==> config.mk <==
export PLATFORM = sky130hd
export DESIGN_NAME = mem_port_arbiter
export DESIGN_NICKNAME = d
export VERILOG_FILES = /design/src/rtl/mem_port_arbiter.sv
export SDC_FILE = /design/constraint.sdc
export NUM_CORES = 1
export LEC_CHECK = 0
export CAP_MARGIN = 10
export CORE_UTILIZATION = 36
export CTS_CLUSTER_SIZE = 20
export DETAILED_ROUTE_END_ITERATION = 10
export PLACE_DENSITY = 0.76
export RECOVER_POWER = 50
export REMOVE_ABC_BUFFERS = 1
export SYNTH_ARGS = -nofsm -noshare
export SYNTH_HDL_FRONTEND = slang
export SYNTH_SLANG_ARGS = --single-unit
==> constraint.sdc <==
create_clock -name clk -period 1.6 [get_ports clk]
set_input_delay 0.48 -clock clk [delete_from_list [all_inputs] [get_ports clk]]
set_output_delay 0.48 -clock clk [all_outputs]
set_load 0.005 [all_outputs]
==> src/rtl/mem_port_arbiter.sv <==
// Two-master arbiter for the shared single-port program/data memory.
// Master 0 (control unit) has fixed priority; a streak counter grants
// master 1 after MAX_STREAK consecutive master-0 wins while it waits.
// Every output is decoded from flops only, so no input reaches an output
// within the same cycle.
module mem_port_arbiter #(
  parameter int ADDR_W     = 10,
  parameter int DATA_W     = 16,
  parameter int READ_LAT   = 2,   // 1..7
  parameter int MAX_STREAK = 4    // 0..15, 0 disables the starvation guard
) (
  input  logic              clk,
  input  logic              rst,       // async, active low
  input  logic              m0_req,
  input  logic              m0_we,
  input  logic [ADDR_W-1:0] m0_addr,
  input  logic [DATA_W-1:0] m0_wdata,
  output logic              m0_ack,
  output logic [DATA_W-1:0] m0_rdata,
  input  logic              m1_req,
  input  logic              m1_we,
  input  logic [ADDR_W-1:0] m1_addr,
  input  logic [DATA_W-1:0] m1_wdata,
  output logic              m1_ack,
  output logic [DATA_W-1:0] m1_rdata,
  output logic              mem_en,
  output logic              mem_we,
  output logic [ADDR_W-1:0] mem_addr,
  output logic [DATA_W-1:0] mem_wdata,
  input  logic [DATA_W-1:0] mem_rdata,
  output logic              busy,
  output logic              owner
);

  typedef enum logic [1:0] {IDLE, ACCESS, ACK} state_e;

  localparam logic [2:0] LAT_LAST   = 3'(READ_LAT - 1);
  localparam logic [3:0] STREAK_MAX = 4'(MAX_STREAK);
  localparam bit         GUARD_EN   = (MAX_STREAK != 0);

  state_e              state_q, state_d;
  logic                owner_q, owner_d;
  logic                we_q, we_d;
  logic [ADDR_W-1:0]   addr_q, addr_d;
  logic [DATA_W-1:0]   wdata_q, wdata_d;
  logic [DATA_W-1:0]   rdata_q, rdata_d;
  logic [2:0]          lat_q, lat_d;
  logic [3:0]          streak_q, streak_d;
  logic                grant1;

  // Next-state: arbitration and latching in IDLE, latency count in ACCESS.
  always_comb begin
    state_d  = state_q;
    owner_d  = owner_q;
    we_d     = we_q;
    addr_d   = addr_q;
    wdata_d  = wdata_q;
    rdata_d  = rdata_q;
    lat_d    = lat_q;
    streak_d = streak_q;
    grant1   = 1'b0;
    unique case (state_q)
      IDLE: begin
        if (m0_req || m1_req) begin
          // Master 1 wins alone, or when the guard says master 0 has had enough.
          grant1  = m1_req && (!m0_req || (GUARD_EN && streak_q == STREAK_MAX));
          owner_d = grant1;
          we_d    = grant1 ? m1_we    : m0_we;
          addr_d  = grant1 ? m1_addr  : m0_addr;
          wdata_d = grant1 ? m1_wdata : m0_wdata;
          lat_d   = 3'd0;
          state_d = ACCESS;
          // Streak only grows while master 1 is actually being passed over.
          if (!grant1 && m1_req)
            streak_d = (streak_q == 4'hF) ? streak_q : streak_q + 4'd1;
          else
            streak_d = 4'd0;
        end
      end
      ACCESS: begin
        if (we_q || lat_q == LAT_LAST) begin
          // Writes return zero data; reads take the memory word on this edge.
          rdata_d = we_q ? '0 : mem_rdata;
          state_d = ACK;
        end else begin
          lat_d = lat_q + 3'd1;
        end
      end
      ACK: begin
        state_d = IDLE;
      end
      default: state_d = IDLE;
    endcase
  end

  // State and latched-request registers; reset aborts any transaction.
  always_ff @(posedge clk or negedge rst) begin
    if (!rst) begin
      state_q  <= IDLE;
      owner_q  <= 1'b0;
      we_q     <= 1'b0;
      addr_q   <= '0;
      wdata_q  <= '0;
      rdata_q  <= '0;
      lat_q    <= 3'd0;
      streak_q <= 4'd0;
    end else begin
      state_q  <= state_d;
      owner_q  <= owner_d;
      we_q     <= we_d;
      addr_q   <= addr_d;
      wdata_q  <= wdata_d;
      rdata_q  <= rdata_d;
      lat_q    <= lat_d;
      streak_q <= streak_d;
    end
  end

  // Output decode from registered state; rdata is gated so it is zero off-ack.
  always_comb begin
    mem_en    = (state_q == ACCESS);
    mem_we    = (state_q == ACCESS) && we_q;
    mem_addr  = addr_q;
    mem_wdata = wdata_q;
    busy      = (state_q != IDLE);
    owner     = owner_q;
    m0_ack    = (state_q == ACK) && !owner_q;
    m1_ack    = (state_q == ACK) &&  owner_q;
    m0_rdata  = m0_ack ? rdata_q : '0;
    m1_rdata  = m1_ack ? rdata_q : '0;
  end

endmodule

==> results of run 1 <==
power groups by stage:
stage                     Sequential (mW)  Clock [mW]  Combinational (mW)
after floorplan                      2.28           0                1.34
after global placement               2.22           0                3.26
after detailed placement             2.24           0                3.35
after CTS                            2.23       0.873                3.74
after global routing                 2.33       0.930                4.65
final                                2.26       0.839                4.26
final cells by class:
| class | count | area share [%] |
|---|---|---|
| Sequential cell | 53 | 26.5 |
| Multi-Input combinational cell | 236 | 28.2 |
| Timing Repair Buffer | 200 | 40.1 |
| Clock inverter | 1 | 0.0996 |
| Clock buffer | 7 | 1.92 |
| Tap cell | 99 | 2.47 |
| Inverter | 8 | 0.697 |
layer usage:
metal / routed length [um] / vias to the layer above
li1: - / 1419
met1: 3750 / 1395
met2: 4880 / 134
met3: 774 / 12
met4: 140 / 0
met5: 0 / -
worst max-delay path, stage by stage (launching register included):
cell and delay (ns):
dfrtp_2 0.46, nor3b_4 0.25, buf_6 0.15, buf_6 0.10, buf_6 0.11, and2_1 0.13
buf_2 0.11
per-stage QoR:
step / instance area, um2 / util, %
global route: 5020 / 68.9
CTS: 4750 / 65.2
global placement: 4390 / 60.2
detailed placement: 4390 / 60.2
floorplan: 2620 / -
finish: 5020 / 68.9
timing repair:
action                                  4_1_cts  5_1_grt
gates resized for setup                     248       51
setup buffers                                27       12
pin swaps                                    24       10
endpoints found under the setup margin       87       82
gates cloned                                  3        1
cells in the final DEF (no fill, tap or decap), drive strengths merged, types with 3 or more instances in the layout:
cell type / netlist / layout
nand3: 3 / 3
dlygate4sd2: 0 / 26
nand2b: 17 / 17
inv: 8 / 8
nand2: 46 / 46
a21oi: 59 / 59
and3: 2 / 3
clkbuf: 5 / 8
buf: 15 / 101
ha: 4 / 4
o21ai: 22 / 22
and2: 34 / 34
dfrtp: 53 / 53
nor2: 31 / 31
clkdlybuf4s50: 0 / 70
flip-flops by register name (all words and copies together) (netlist names):
| name | cells |
|---|---|
| owner | 1 |
| mem_addr | 10 |
| lat_q | 3 |
| rdata_q | 16 |
| streak_q | 4 |
| state_q | 2 |
| mem_wdata | 16 |
| we_q | 1 |
final timing paths:
path | cells after the start | to | startpoint | slack, ns
worst max-delay path | 6 | m0_rdata[1] | state_q[0]$_DFFE_PN0P_ | -0.49
worst min-delay path | 2 | rdata_q[5]$_DFFE_PN0P_ | rst | 0.51
worst max register to register | 5 | lat_q[1]$_DFFE_PN0P_ | lat_q[0]$_DFFE_PN0P_ | -0.20
worst min register to register | 2 | rdata_q[1]$_DFFE_PN0P_ | rdata_q[1]$_DFFE_PN0P_ | 0.52
max in group asynchronous | 2 | owner$_DFFE_PN0P_ | rst | 0.29
min in group clk | 2 | rdata_q[1]$_DFFE_PN0P_ | rdata_q[1]$_DFFE_PN0P_ | 0.52
cells by family after synthesis:
kind of cell	Yosys count
compound gates	89
fa+ha+maj	4
buf+inv	28
flops	53
mux	2
simple gates	140
==> metrics.md, run 1 <==
| Metric | Value |
|---|---|
| # IOs | around 140 |
| CTS root buffer | clkbuf_8 |
| # nets final | between 500 and 600 |
| Gr usage total | between 20% and 30% |
| Vias in the first global route | ~2900 |
| Mapped cell area | 2740 um2 |
| Area leader, netlist | dfrtp_1 |
| Met1 global-route usage | 25.6% |
| CTS max path bufs | 2 |
| Gate Count Post-Synth | about 320 |
| Gr busiest metal | met2 |
| I/O Buffers | 137 |
| Share of the synthesized area in the top cell type | 48.5% |
| Yosys cell types | 36 |
| Sequential cell area | 1330 um2 |
| Failing checks | negative setup slack |
| Insertion delay to the later sink of the worst-skew pair | 0.30 ns |
| Synthesis Warnings | 0 |
| Critical path endpoint category | output port |
| Proportion of power drawn by combinational gates | between 50% and 60% |
| Crit path max fanout | 5 |
| Switching pwr | 2.66 mW |
| Compound-gate portion of the synthesized area | between 10% and 20% |
| Fraction of layout cells with a size suffix above 1 | about a third |
| Filler cells | 547 |
| Cells after DPL | 558 |
| HP Class | in -> async |
| Routability cong. | 0.748 |
| Fmax | between 0.4 and 0.5 GHz |
| Vias/cell | 4.90 |
| Die X | 89.2 um |
| Setup violation total in the final timing report | 57 |
| CP Class | reg -> out |
| Cts bufs inserted | 5 |
| Vias post-DR | 2960 |
| Internal Power | about 4.7 mW |
| Worst VDD drop | 751 uV |
| DIE HEIGHT | 89.2 um |
| Max transition margin | 19.1% |
| Switching share of power | 36.1% |
| Final wirelength | 9.54 mm |
| Dpl hpwl | 5.66 mm |
| Pin count of the biggest net entering global routing | between 50 and 60 |
| TritonCTS clock tree | done |
| Post-Synth XOR/XNOR Area | 0% |
| Met3 usage | ~6.6% |
| Adder-Cell Fraction of Synth Area | 1.83% |
| Worst-margin pin slew | 1.21 ns |
| First drt pass iteration count | 4 |
| Initial antenna violation count | 0 |
| Worst Path Arrival | 1.61 ns |
| Overflow after GRT | 0 |
| Max-cap check violation count | 0 |
| Critical path launch point type | flop |
| Post-synth EDFFs | 0 |
| Ant. Diodes | 0 |
| Core area | 7290 um2 |
| WHS | 0.514 ns |
| Row cnt | 31 |
| Seq/Total Area, Yosys | roughly half |
| PwrDens | approximately 1500 nW/um2 |
| Yosys reg bits | 53 |
| Flop pwr share | just over 30% |
| Hold-fix buffers, CTS | 0 |
| Final antenna-violating net count | 0 |
| Dpl ws | -0.320 ns |
| Simple-Gate Fraction of Synth Area | 25.7% |
| Leak pwr | 2.37 nW |
| WL per Instance | 15.8 um |
| Remaining DRCs | 0 |
| Fin cells | 604 |
| Die area | just under 8000 um2 |
| Area of the multi-input gates | 1420 um2 |
| Clock network power share | 11.4% |
| Final worst path period share | 131% |
| TNS Setup | -17.31 ns |
| Max Transition Viols Final | 0 |
| Synth async-reset ratio | 100% |
| Clock skew | 0.00640 ns |
| List of most frequent post-synthesis cells | 59 x a21oi_1, 53 x dfrtp_1, 46 x nand2_1, 34 x and2_1, 31 x nor2_1 |
| Power Total | 7.36 mW |
| Final hold violation count | 0 |
| CTS clock-pin slew for the worst setup and hold paths | 0.10 ns |
| Most common flop cell mapped by yosys | dfrtp_1 |
| Clock sink count | 53 |
| Main combinational cell family by area after synthesis | simple AND/OR/NAND/NOR gates |
| Met2 usage | roughly 40% |
| Status | complete, but fails checks |
| Synth-to-layout area growth | 83.7% |
| Avg Synthesized Cell Area | 8.66 um2 |
| Synth top area cells | dfrtp_1 48%, a21oi_1 11%, and2_1 7.8%, nand2_1 6.3%, nor2_1 4.3% |
| Final setup margin | -0.489 ns |
| Multiplexer area fraction after synthesis | 0.778% |
| Unrepaired setup endpoints after global routing | yes |
| H-tree Lvls | 2 |
| Starting Density | 37.5% |
| Final min period | 2.09 ns |
| Initial DRC count | 100 |
| WP data required | between 1 and 1.5 ns |
| Global-route wire length before repair | 13.6 mm |
| Top-count cell post-synth | a21oi_1 |
No activity file was read; power rests on OpenSTA's default activity.
==> run 2, diff against run 1 <==
PLACE_DENSITY = 0.82   (was 0.76)
==> metrics.md, run 2 (synthesized netlist as in run 1, its figures left out) <==
| Metric | Value |
|---|---|
| Internal Power | 5.43 mW (+16%) |
| Switching pwr | 3.52 mW (+32%) |
| Ant. Diodes | 0 (unchanged) |
| CTS clock-pin slew for the worst setup and hold paths | 0.11 ns (about the same) |
| Cts bufs inserted | 5 (unchanged) |
| Final min period | 2.16 ns (+0.0664 ns) |
| # IOs | 138 (unchanged) |
| Vias post-DR | 3295 (+11%) |
| Max Transition Viols Final | 0 (unchanged) |
| Proportion of power drawn by combinational gates | 64.9% (+7.0 points) |
| Dpl ws | -0.466 ns (-0.146 ns) |
| Die X | 89.2 um (unchanged) |
| R2r worst-path depth | 14 (+9) |
| CTS max path bufs | 2 (unchanged) |
| Worst VDD drop | 966 uV (+29%) |
| Pin count of the biggest net entering global routing | 33 (-39%) |
| Failing checks | negative setup slack |
| Clock skew | 0.00980 ns (+0.00340 ns) |
| DIE HEIGHT | 89.2 um (unchanged) |
| # nets final | 610 (+4.8%) |
| CTS root buffer | clkbuf_8 |
| Core area | 7290 um2 (unchanged) |
| RR Startpoint | state_q[0]$_DFFE_PN0P_ |
| Clock network power share | 9.0% (-2.4 points) |
| Final worst path period share | 135% (+4.1 points) |
| Critical path launch point type | flop |
| HP Class | in -> async |
| Final wirelength | 12.0 mm (+26%) |
| PwrDens | 1620 nW/um2 (+10%) |
| Fraction of layout cells with a size suffix above 1 | 44.7% (+13 points) |
| Global-route wire length before repair | 15.5 mm (+14%) |
| Status | complete, but fails checks |
| H-tree Lvls | 2 (unchanged) |
| Final antenna-violating net count | 0 (unchanged) |
| Commonest non-fill, non-tap cells in the layout | 72 x clkdlybuf4s50_1, 62 x buf_6, 50 x dfrtp_1 |
| Clock sink count | 53 (unchanged) |
| I/O Buffers | 137 (unchanged) |
| Dpl hpwl | 5.97 mm (+5.5%) |
| Worst R2R End | lat_q[0]$_DFFE_PN0P_ |
| Commonest non-fill, non-tap cell in the layout | clkdlybuf4s50_1 |
| Max-cap check violation count | 0 (unchanged) |
| Remaining DRCs | 0 (unchanged) |
| Max transition margin | 49.9% (+31 points) |
| First drt pass iteration count | 4 (unchanged) |
| Switching share of power | 39.3% (+3.2 points) |
| TritonCTS clock tree | done |
| Final hold violation count | 0 (unchanged) |
| Routability cong. | 0.796 (+6.4%) |
| Vias/cell | 5.21 (+6.4%) |
| Cells after DPL | 558 (unchanged) |
| Crit path max fanout | 3 (-2) |
| Dpl cell area | 4360 um2 (-0.85%) |
| Insertion delay to the later sink of the worst-skew pair | 0.32 ns (+0.02 ns) |
| Unrepaired setup endpoints after global routing | yes |
| Worst-margin pin slew | 0.752 ns (-0.461 ns) |
| Synth-to-layout area growth | 102% |
| Setup violation total in the final timing report | 88 (+54%) |
| CP Class | reg -> out |
| Initial antenna violation count | 0 (unchanged) |
| WL per Instance | 19.0 um (+20%) |
| Fin cells | 632 (+4.6%) |
| Hold-fix buffers, CTS | 0 (unchanged) |
| Finished Cell Area | 5530 um2 (+10%) |
| Critical path endpoint category | output port |
| Overflow after GRT | 0 (unchanged) |
| R2R Setup Slk | -0.35 ns (-0.15 ns) |
| Gr usage total | 26.4% (+4.0 points) |
| Vias in the first global route | 3188 (+11%) |
| Final setup margin | -0.555 ns (-0.0664 ns) |
| Starting Density | 37.5% (unchanged) |
| Row cnt | 31 (unchanged) |
| WP data required | 1.12 ns (about the same) |
| Initial DRC count | 170 (+70%) |
| Worst Path Arrival | 1.68 ns (+0.07 ns) |
| Die area | 7950 um2 (unchanged) |
| Leak pwr | 2.51 nW (+5.8%) |
| Flop pwr share | 26.1% (-4.6 points) |
| Fmax | 0.464 GHz (-3.1%) |
[run 2: worst max-delay path by stage]
stage / start / endpoint / cells past startpoint
floorplan: m0_req / streak_q[0]$_DFFE_PN0P_ / 3
global placement: m0_req / mem_addr[3]$_DFFE_PN0P_ / 4
detailed placement: m0_req / mem_addr[3]$_DFFE_PN0P_ / 4
CTS: owner$_DFFE_PN0P_ / m0_rdata[5] / 6
global route: state_q[0]$_DFFE_PN0P_ / m0_rdata[4] / 6
finish: state_q[0]$_DFFE_PN0P_ / m0_rdata[4] / 6
[run 2: critical path: stages (launching register included)]
cell and delay, ns:
dfrtp_2 0.46, nor3b_4 0.33, buf_6 0.16, buf_6 0.10, buf_6 0.09, and2_4 0.13
buf_6 0.09
[run 2: per-layer routing]
layer	wire length (um)	global-route usage [%]	share of wire, %	up-vias
met1	4190	25.7	35	1576
met2	6150	51.8	51	190
met5	0	0	0	-
li1	-	-	-	1481
met4	531	11.5	4.4	0
met3	1130	7.11	9.4	48
[run 2: power by group through the flow]
| stage | Combinational (mW) | Clock [mW] | Sequential [mW] |
|---|---|---|---|
| 2_1_floorplan | 1.34 | 0 | 2.28 |
| 3_3_place_gp | 3.20 | 0 | 2.22 |
| 3_5_place_dp | 3.29 | 0 | 2.27 |
| 4_1_cts | 4.97 | 0.810 | 2.27 |
| 5_1_grt | 6.17 | 0.868 | 2.42 |
| 6_report | 5.81 | 0.803 | 2.34 |
[run 2: cell type report]
class                           count  area, um2
Tap cell                           99        124
Timing Repair Buffer              227       2280
Clock inverter                      3       22.5
Sequential cell                    53       1330
Clock buffer                        5       68.8
Multi-Input combinational cell    237       1670
Fill cell                         441       1760
Inverter                            8       32.5
[run 2: metrics by stage]
| stage | power (mW) | TNS, ns | util [%] | hold slack (ns) |
|---|---|---|---|---|
| finish | 8.95 | -20.38 | 75.8 | 0.266 |
| global placement | 5.42 | -21.41 | 59.7 | 0.469 |
| global route | 9.46 | -25.00 | 75.8 | 0.303 |
| floorplan | 3.62 | -29.65 | - | 0.184 |
| CTS | 8.04 | -20.51 | 72.0 | 0.153 |
| detailed placement | 5.56 | -24.82 | 59.7 | 0.476 |
[run 2: timing repair]
item / CTS / global route
pin swaps: 24 / 6
resized for setup: 289 / 74
endpoints found under the setup margin: 95 / 89
cloned: 10 / 3
setup buffers: 52 / 8
==> run 3, diff against run 2 <==
CELL_PAD_IN_SITES_DETAIL_PLACEMENT = 0   (was default)
CELL_PAD_IN_SITES_GLOBAL_PLACEMENT = 1   (was default)
CORE_UTILIZATION = 26   (was 36)
PLACE_DENSITY = 0.84   (was 0.82)
==> metrics.md, run 3 (synthesized netlist as in run 1, its figures left out) <==
| Metric | Value |
|---|---|
| Switching pwr | 2.61 mW (-26%) |
| Final wirelength | 9.10 mm (-24%) |
| Hold-fix buffers, CTS | 0 (unchanged) |
| Row cnt | 37 (+19%) |
| Worst Path Arrival | 1.64 ns (-0.04 ns) |
| Final min period | 2.12 ns (-0.0348 ns) |
| Worst path bufs/invs | 4 (unchanged) |
| Setup violation total in the final timing report | 40 (-55%) |
| Worst path cell trace | nor3b_4 -> buf_6 -> buf_6 -> buf_6 -> and2_4 -> buf_6 |
| Vias in the first global route | 2914 (-8.6%) |
| Leak pwr | 2.34 nW (-6.6%) |
| Critical path launch point type | flop |
| Insertion delay to the later sink of the worst-skew pair | 0.31 ns (about the same) |
| Critical-path top delay cell | dfrtp_1 |
| First drt pass iteration count | 4 (unchanged) |
| CTS root buffer | clkbuf_8 |
| # IOs | 138 (unchanged) |
| DIE HEIGHT | 105 um (+17%) |
| Final worst path period share | 133% (-2.2 points) |
| Global-route wire length before repair | 14.3 mm (-7.3%) |
| WP data required | 1.12 ns (about the same) |
| TritonCTS clock tree | done |
| Critical path endpoint category | output port |
| Remaining DRCs | 0 (unchanged) |
| CTS clock-pin slew for the worst setup and hold paths | 0.10 ns (about the same) |
| Clock network power share | 10.3% (+1.3 points) |
| Starting Density | 26.6% (-11 points) |
| Max-cap check violation count | 0 (unchanged) |
| Ant. Diodes | 0 (unchanged) |
| Finished Cell Area | 4970 um2 (-10%) |
| Synth-to-layout area growth | 81.8% |
| Failing checks | negative setup slack |
| Crit path max fanout | 3 (unchanged) |
| Core area | 10300 um2 (+41%) |
| Commonest non-fill, non-tap cell in the layout | clkdlybuf4s50_1 |
| H-tree Lvls | 2 (unchanged) |
| HP Class | in -> async |
| Max incr delay on CP | 0.43 ns (-0.03 ns) |
| Worst-margin pin slew | 1.29 ns (+0.541 ns) |
| I/O Buffers | 137 (unchanged) |
| # nets final | 579 (-5.1%) |
| Die X | 105 um (+17%) |
| Clock sink count | 53 (unchanged) |
| Final antenna-violating net count | 0 (unchanged) |
| CTS max path bufs | 2 (unchanged) |
| Internal Power | 4.66 mW (-14%) |
| Max Transition Viols Final | 0 (unchanged) |
| Max transition margin | 13.8% (-36 points) |
| Initial antenna violation count | 0 (unchanged) |
| CP Class | reg -> out |
| Die area | 10900 um2 (+38%) |
| Cell mode on critical path | buf_6 |
| Worst VDD drop | 747 uV (-23%) |
| Proportion of power drawn by combinational gates | 58.9% (-6.0 points) |
| Dpl cell area | 4470 um2 (+2.7%) |
| Power Total | 7.27 mW (-19%) |
| Status | complete, but fails checks |
| Fraction of layout cells with a size suffix above 1 | 24.3% (-20 points) |
| Initial DRC count | 75 (-56%) |
| Gr usage total | 16.4% (-10 points) |
| CP delay by family, top | simple AND/OR/NAND/NOR gates |
| Switching share of power | 35.9% (-3.4 points) |
| Final hold violation count | 0 (unchanged) |
| Pin count of the biggest net entering global routing | 33 (unchanged) |
| Flop pwr share | 30.8% (+4.7 points) |
| Clock skew | 0.0138 ns (+0.00396 ns) |
| PwrDens | 1460 nW/um2 (-9.6%) |
| Dpl hpwl | 6.10 mm (+2.1%) |
| Commonest non-fill, non-tap cells in the layout | 71 x clkdlybuf4s50_1, 58 x a21oi_1, 53 x dfrtp_1 |
| Cts bufs inserted | 5 (unchanged) |
| Fmax | 0.472 GHz (+1.6%) |
| Routability cong. | 0.771 (-3.1%) |
| Vias/cell | 4.50 (-14%) |
| Unrepaired setup endpoints after global routing | yes |
| WL per Instance | 14.3 um (-25%) |
| Overflow after GRT | 0 (unchanged) |
| Final setup margin | -0.520 ns (+0.0348 ns) |
| Vias post-DR | 2874 (-13%) |
run 3: cell count changes in the layout (fill, tap and decap cells not counted), moves of 8 or more:
cell | previous run | this run
a21oi_1 | 22 | 58
a21oi_2 | 36 | 1
nor2_1 | 8 | 30
buf_6 | 62 | 41
nor2_2 | 17 | 0
buf_4 | 38 | 25
o21ai_0 | 2 | 10
run 3: power groups by stage:
stage	clock (mW)	combinational, mW	sequential (mW)
5_1_grt	0.844	4.67	2.30
3_5_place_dp	0	3.45	2.26
4_1_cts	0.788	3.68	2.23
6_report	0.752	4.28	2.24
2_1_floorplan	0	1.34	2.28
3_3_place_gp	0	3.38	2.22
run 3: cell type report:
type	count	area, um2
fill	1004	5310
timing repair buffer	198	2000
multi-input combinational	235	1360
sequential	53	1330
tap	136	170
clock buffer	8	80.1
inverter	8	30.0
run 3: what timing repair did:
action / 4_1_cts / 5_1_grt
pin swaps: 7 / 5
gates cloned: 2 / 5
setup buffers: 20 / 6
endpoints found under the setup margin: 64 / 77
resized for setup: 164 / 44
run 3: path summary, 6_finish.rpt:
path	startpoint	end	slack, ns	cells after the start
setup / recovery	state_q[0]$_DFFE_PN0P_	m0_rdata[5]	-0.52	6
hold / removal	rst	streak_q[1]$_DFFE_PN0P_	0.34	2
setup reg to reg	state_q[0]$_DFFE_PN0P_	lat_q[2]$_DFFE_PN0P_	-0.06	9
hold reg to reg	rdata_q[10]$_DFFE_PN0P_	rdata_q[10]$_DFFE_PN0P_	0.50	2
max in group asynchronous	rst	mem_wdata[2]$_DFFE_PN0P_	0.30	2
min in group clk	rdata_q[10]$_DFFE_PN0P_	rdata_q[10]$_DFFE_PN0P_	0.50	2
run 3: metrics by stage:
step	utilization (%)	setup slack (ns)	hold WS, ns	std cells	setup TNS (ns)
2_1_floorplan	-	-0.889	0.184	296	-29.65
3_3_place_gp	43.5	-0.286	0.474	599	-16.06
3_5_place_dp	43.5	-0.348	0.484	599	-17.62
4_1_cts	46.1	-0.510	0.157	628	-16.67
5_1_grt	48.4	-0.580	0.412	638	-20.22
6_report	48.4	-0.520	0.335	638	-16.16
run 3: layer usage:
layer / track usage (%) / vias up / routed length (um)
met5: 0 / - / 0
met2: 29.6 / 117 / 4660
li1: - / 1406 / -
met4: 3.67 / 0 / 80
met3: 4.74 / 5 / 694
met1: 19.1 / 1346 / 3670
run 3: worst register-to-register path, delay by kind of cell, from the launching register on:
kind / cells / cell delay, ns
flops: 1 / 0.42
compound gates: 1 / 0.13
simple gates: 3 / 0.54
buf+inv: 5 / 0.50
